==> config.mk <==
export PLATFORM = sky130hd
export DESIGN_NAME = popcount_frame_acc
export DESIGN_NICKNAME = d
export VERILOG_FILES = /design/src/rtl/popcount_frame_acc.sv
export SDC_FILE = /design/constraint.sdc
export NUM_CORES = 1
export LEC_CHECK = 0
export ABC_AREA = 1
export ABC_CLOCK_PERIOD_IN_PS = 6180
export BUFFER_PORTS_ARGS = -buffer_cell sky130_fd_sc_hd__clkbuf_2
export CELL_PAD_IN_SITES_DETAIL_PLACEMENT = 0
export CELL_PAD_IN_SITES_GLOBAL_PLACEMENT = 1
export CORE_UTILIZATION = 46
export CTS_CLUSTER_DIAMETER = 200
export DETAILED_ROUTE_END_ITERATION = 10
export GPL_TIMING_DRIVEN = 0
export PLACE_DENSITY_LB_ADDON = 0.1
export SYNTH_ARGS = -nofsm -noshare
export SYNTH_HDL_FRONTEND = slang
export SYNTH_SLANG_ARGS = --single-unit
==> constraint.sdc <==
create_clock -name CLK -period 6.18 [get_ports CLK]
set_input_delay 0.618 -clock CLK [delete_from_list [all_inputs] [get_ports CLK]]
set_output_delay 0.618 -clock CLK [all_outputs]
set_load 0.05 [all_outputs]
==> src/rtl/popcount_frame_acc.sv <==
// popcount_frame_acc: sums per-beat popcounts and beat counts over a frame into a one-entry output buffer
// Ports: CLK, ASYNCRESETN (async active-low); I_valid/I_ready/I_count/I_last input beat stream;
//        O_valid/O_ready handshake with O_sum, O_beats, O_sat (saturated), O_err (count > 8) frame result.
module popcount_frame_acc #(
  parameter int ACC_WIDTH = 12,
  parameter int CNT_WIDTH = 10
) (
  input  logic                 CLK,
  input  logic                 ASYNCRESETN,
  input  logic                 I_valid,
  output logic                 I_ready,
  input  logic [3:0]           I_count,
  input  logic                 I_last,
  output logic                 O_valid,
  input  logic                 O_ready,
  output logic [ACC_WIDTH-1:0] O_sum,
  output logic [CNT_WIDTH-1:0] O_beats,
  output logic                 O_sat,
  output logic                 O_err
);
  logic                 r_first, r_sat, r_err, r_o_valid, r_o_sat, r_o_err;
  logic [ACC_WIDTH-1:0] r_acc, r_o_sum;
  logic [CNT_WIDTH-1:0] r_beats, r_o_beats;
  logic                 w_accept, w_sat_nx, w_err_nx;
  logic [ACC_WIDTH:0]   w_sum_ext;
  logic [CNT_WIDTH:0]   w_beats_ext;
  logic [ACC_WIDTH-1:0] w_acc_nx;
  logic [CNT_WIDTH-1:0] w_beats_nx;
  assign I_ready  = !r_o_valid || O_ready;
  assign w_accept = I_valid && I_ready;
  assign O_valid  = r_o_valid;
  assign O_sum    = r_o_sum;
  assign O_beats  = r_o_beats;
  assign O_sat    = r_o_sat;
  assign O_err    = r_o_err;
  // A new frame starts from zero, so the carry-out bit alone flags saturation.
  always_comb begin
    w_sum_ext   = (r_first ? '0 : {1'b0, r_acc}) + (ACC_WIDTH+1)'(I_count);
    w_beats_ext = (r_first ? '0 : {1'b0, r_beats}) + (CNT_WIDTH+1)'(1);
    w_acc_nx    = w_sum_ext[ACC_WIDTH] ? '1 : w_sum_ext[ACC_WIDTH-1:0];
    w_beats_nx  = w_beats_ext[CNT_WIDTH] ? '1 : w_beats_ext[CNT_WIDTH-1:0];
    w_sat_nx    = (!r_first && r_sat) || w_sum_ext[ACC_WIDTH] || w_beats_ext[CNT_WIDTH];
    w_err_nx    = (!r_first && r_err) || (I_count > 4'd8);
  end
  always_ff @(posedge CLK or negedge ASYNCRESETN) begin
    if (!ASYNCRESETN) begin
      r_first   <= 1'b1;
      r_acc     <= '0;
      r_beats   <= '0;
      r_sat     <= 1'b0;
      r_err     <= 1'b0;
      r_o_valid <= 1'b0;
      r_o_sum   <= '0;
      r_o_beats <= '0;
      r_o_sat   <= 1'b0;
      r_o_err   <= 1'b0;
    end else begin
      if (w_accept) begin
        r_first <= I_last;
        r_acc   <= w_acc_nx;
        r_beats <= w_beats_nx;
        r_sat   <= w_sat_nx;
        r_err   <= w_err_nx;
      end
      // A last beat reloads the buffer even while the old result drains this cycle.
      if (w_accept && I_last) begin
        r_o_valid <= 1'b1;
        r_o_sum   <= w_acc_nx;
        r_o_beats <= w_beats_nx;
        r_o_sat   <= w_sat_nx;
        r_o_err   <= w_err_nx;
      end else if (O_ready) begin
        r_o_valid <= 1'b0;
      end
    end
  end
endmodule

; ---- Word level (Yosys, flattened, before mapping)
; Index checks and enable logic that the tools add are counted.
[op_classes]
div = 0
mul = 0
shift = 0
n_lt_le_gt_ge = 1
addsub = 2
muxes = 6
reduce_logical = 11
n_bitwise = 0
n_eq_ne = 0
[op_table]
columns = operator, n
row1 = 12-bit two-way mux, 2
row2 = 10-bit two-way mux, 2
row3 = 12-bit by 4-bit adder with 13-bit output, 1
row4 = 10-bit by 1-bit adder with 11-bit output (second input constant), 1
row5 = 4-bit greater-than comparator (second input constant), 1
row6 = 1-bit logical AND, 4
row7 = 1-bit logical OR, 4
row8 = 1-bit zero test, 2
row9 = 1-bit two-way mux, 2
row10 = 2-bit nonzero test, 1
[word_totals]
wordCells = 30
inputBits = 9
latchBits = 0
memories = 0
mem_bits_ro = 0
ram_bits = 0
register_bits = 50

; ---- Longest topological paths before layout
[logic_depth]
word_depth = 5
depth_mapped = 14
ltp_nobuf = 12

; ---- Worst setup path before layout
; Ideal clock, no wire load.
[synth_path]
path_type = register to register
startpoint = reg r_first
endpoint = reg r_o_sum[5], in the netlist O_sum[5]
setup_ps = 118
period_less_slack_ps = 2385
arrival_time_ps = 2268
slack_ps = 3795
path_stages_with_launch = 15
cell_sequence = dfstp_2 -> buf_6 -> buf_2 -> nor2_1 -> ha_1 -> fa_1 -> nand3_1 -> nand3_1 -> nand2_2 -> nor2_2 -> nand2_2 -> buf_6 -> nand3_2 -> nand2_1 -> nand2_1
[synth_between]
elab_chain_cells = 3
[synth_lines]
columns = item, line_no
row1 = "start, declared", 21  ; logic r_first, r_sat, r_err, r_o_valid, r_o_sat, r_o_err;
row2 = "start signal, assigned", 59  ; r_first <= I_last;
row3 = 12-bit two-way mux, 38  ; w_sum_ext = (r_first ? '0 : {1'b0, r_acc}) + (ACC_WIDTH+1)'(I_count);
row4 = 12-bit by 4-bit adder with 13-bit output, 38
row5 = 12-bit two-way mux, 40  ; w_acc_nx = w_sum_ext[ACC_WIDTH] ? '1 : w_sum_ext[ACC_WIDTH-1:0];
row6 = "end signal, assigned", 68  ; r_o_sum <= w_acc_nx;
row7 = "end, declared", 22  ; logic [ACC_WIDTH-1:0] r_acc, r_o_sum;
; No other way between the ends.
; A chain may end at the register's enable or synchronous reset.

; ---- Final worst setup path
[layout_path]
startpoint = reg r_first
endpoint = reg r_o_sum[6], in the netlist O_sum[6]
; Same word-level chain as after synthesis.

==> flow_summary.yaml <==
run_status:
  status: "completed"
min_path:
  holdCritPathClass: "in -> async"
logic_synthesis:
  yosys.area.top_type: "dfrtp_1"
  avgSynthCellArea_um2: 7.75
  synth_warnings: 0
  synth_area_um2: 2850
  synth.most_common_cell: "nand2_1"
  ys_types: 33
  syn-num-nets: 383
  async_reset_ff_share_pct: 100
  synth_area_leaders: "dfrtp_1 (43%), nand2_1 (19%), nand3_2 (5.3%)"
  ys_seq_area_share_pct: 43.9
  yosys-top-cells-count: "nand2_1 (143), dfrtp_1 (49), inv_1 (31), nor2_1 (25), nand3_1 (23)"
  synth.top_cell.area_share_pct: 43.0
  synth_ff_type: "dfrtp_1"
  syn-instance-count: 368
  synth-edff-count: 0
  synth_seq_cells: 50
die:
  num_io_pins: 35
  die_h_um: 80.7
  die_x_um: 80.7
  rows: 28
  start_util_pct: 47.9
  die_area_um2: 6510
  core-area_um2: 5960
timing:
  hold_viol_final: 0
  maxSlewHeadroom_pct: 57.8
  period_share_pct: 44.6
  setup-violations-final: 0
  tightestPinTransition_ps: 632
  tns_ps: 0
  finalCriticalPeriod_ps: 2750
  rsz0062_at_grt: "no"
  max_freq_ghz: 0.363
  drv_slew: 0
  layout_setup_ws_ps: 3430
  fin_skew_ps: 9.03
layout:
  drive_gt1_share_pct: 23.4
  postLayoutCoreUtil_pct: 55.0
  fillers: 586
  final_area_um2: 3280
  area_growth_syn_to_layout_pct: 15.0
  layout.nets: 425
  antenna-diode-count: 0
setup_path:
  critical_path_class: "reg -> reg"
  arrival_ps: 2960
  startpoint_type: "register"
  cp_num_cells: 14
  path_buf_inv: 3
  end_kind: "register"
  slowest_delay_ps: 530
  reg2reg_depth: 14
  regToRegSetupSlack_ps: 3430
  path_max_fanout: 10
  crit_path_top_delay_cell: "dfstp_2"
  critPathTopFamily: "simple AND/OR/NAND/NOR gates"
  worstReg2RegStart: "r_first$_DFFE_PN1P_"
  required_ps: 6390
  crit_path_cell_trace: "buf_6 > buf_2 > nor2_1 > ha_1 > fa_1 > nand3_1 > nand3_1 > nand2_2 > nor2_2 > nand2_2 > buf_6 > nand3_2 > nand2_1 > nand2_1"
  worstSetupEndpoint: "O_sum[6]$_DFFE_PN0P_"
  cp-startpoint: "r_first$_DFFE_PN1P_"
  timing.rr.end: "O_sum[6]$_DFFE_PN0P_"
power:
  power_density_nw_per_um2: 314
  p_total_uw: 1030
  leakagePower_uw: 0.00184
  ir_worst_vdd_mv: 0.136
clocking:
  cts-buffers-inserted: 5
  clk_path_buf_depth: 2
  cts_root_buffer: "clkbuf_8"
  clk_pin_slew_worst_paths_ps: 100
  htreeDepth: 2
  cts_tree: "done"
  insertion_delay_ps: 310
  cts_setup_buffers: 0
  cts_sinks: 50
  hold_buffers: 0
  cts_resized: 0
global_routing:
  grt_pass1_vias: 2272
  gr-total-overflow: 0
  grt_max_degree: 51
  antenna_found_initial: 0
  track_usage_pct: 23.0
  grt_pass1_wl_mm: 11.1
route:
  ant_nets: 0
  num_vias: 2447
  post_drt_wl_per_cell_um: 13.7
  drc: 0
  firstDrtPassIters: 4
  vias_per_cell: 5.03
  wirelength_mm: 6.67
  drt_iter0_drc: 138
place:
  dpl.hpwl_mm: 4.72
  gp_congestion: 0.827
  place_ws_ps: 3400
  dpl_cell_area_um2: 3110
  io_buffer_count: 34
flow_run:
  drv_cap: 0
## worst min path at each step
stage	slack (ps)	startpoint	cells past startpoint	endpoint
after floorplan	320	ASYNCRESETN	0	O_beats[0]$_DFFE_PN0P_
after CTS	490	O_sum[9]$_DFFE_PN0P_	2	O_sum[9]$_DFFE_PN0P_
final	270	ASYNCRESETN	1	r_acc[0]$_DFFE_PN0P_
after detailed placement	470	O_beats[6]$_DFFE_PN0P_	2	O_beats[6]$_DFFE_PN0P_
after global placement	460	O_sum[4]$_DFFE_PN0P_	2	O_sum[4]$_DFFE_PN0P_
after global routing	300	ASYNCRESETN	1	r_acc[0]$_DFFE_PN0P_
## cell families (layout without fill, tap and decap cells)
kind of cell | Yosys count | in the layout | share of synthesized area (%)
and+or+nand+nor | 235 | 235 | 39.3
adders and majority gates | 6 | 6 | 2.90
AOI/OAI and AO/OA | 26 | 26 | 5.00
buffers and inverters | 49 | 92 | 8.21
xor gates and xnor gates | 2 | 2 | 0.615
DFF | 50 | 50 | 43.9
## cell type report
cell class | instances | area, µm² | area share (%)
clock inverter | 2 | 60.1 | 1.83
multi-input combinational | 269 | 1360 | 41.6
clock buffer | 6 | 82.6 | 2.52
inverter | 35 | 144 | 4.39
tap | 75 | 93.8 | 2.86
buffer | 14 | 90.1 | 2.75
sequential | 50 | 1250 | 38.2
timing repair buffer | 35 | 190 | 5.80
## cells in the final DEF, fill, tap and decap left out, types with 3 or more instances in the layout
master	n
nand2_1	143
dfrtp_1	49
clkbuf_2	33
inv_1	31
nor2_1	25
nand3_1	23
o21ai_0	17
nand3_2	15
nand2_2	10
buf_2	7
clkbuf_8	6
ha_1	5
buf_6	4
nor2_2	4
nor2_4	4
nand4_1	3
clkbuf_1	3
## per-layer routing
| metal | GRT usage (%) | vias up | routed length (µm) |
|---|---|---|---|
| met2 | 36.3 | 54 | 2960 |
| met5 | 0 | - | 0 |
| met4 | 6.07 | 0 | 73 |
| met1 | 32.5 | 1156 | 3400 |
| met3 | 4.09 | 6 | 234 |
| li1 | - | 1231 | - |
## registers in the layout (all words and copies together) (netlist names)
name,flops
O_sum,12
r_acc,12
O_beats,10
r_beats,10
O_err,1
O_sat,1
O_valid,1
r_err,1
r_first,1
r_sat,1
## power breakdown
part	internal, µW	leakage, µW	switching (µW)
sequential	377	0.000657	32.5
combinational	91.7	0.00111	237
clock	173	0.0000714	117
## stage by stage
step / hold slack, ps / std cells
2_1_floorplan: 322 / 368
3_3_place_gp: 461 / 477
3_5_place_dp: 465 / 477
4_1_cts: 491 / 485
5_1_grt: 302 / 486
6_report: 268 / 486
No activity file was read; power rests on OpenSTA's default activity.
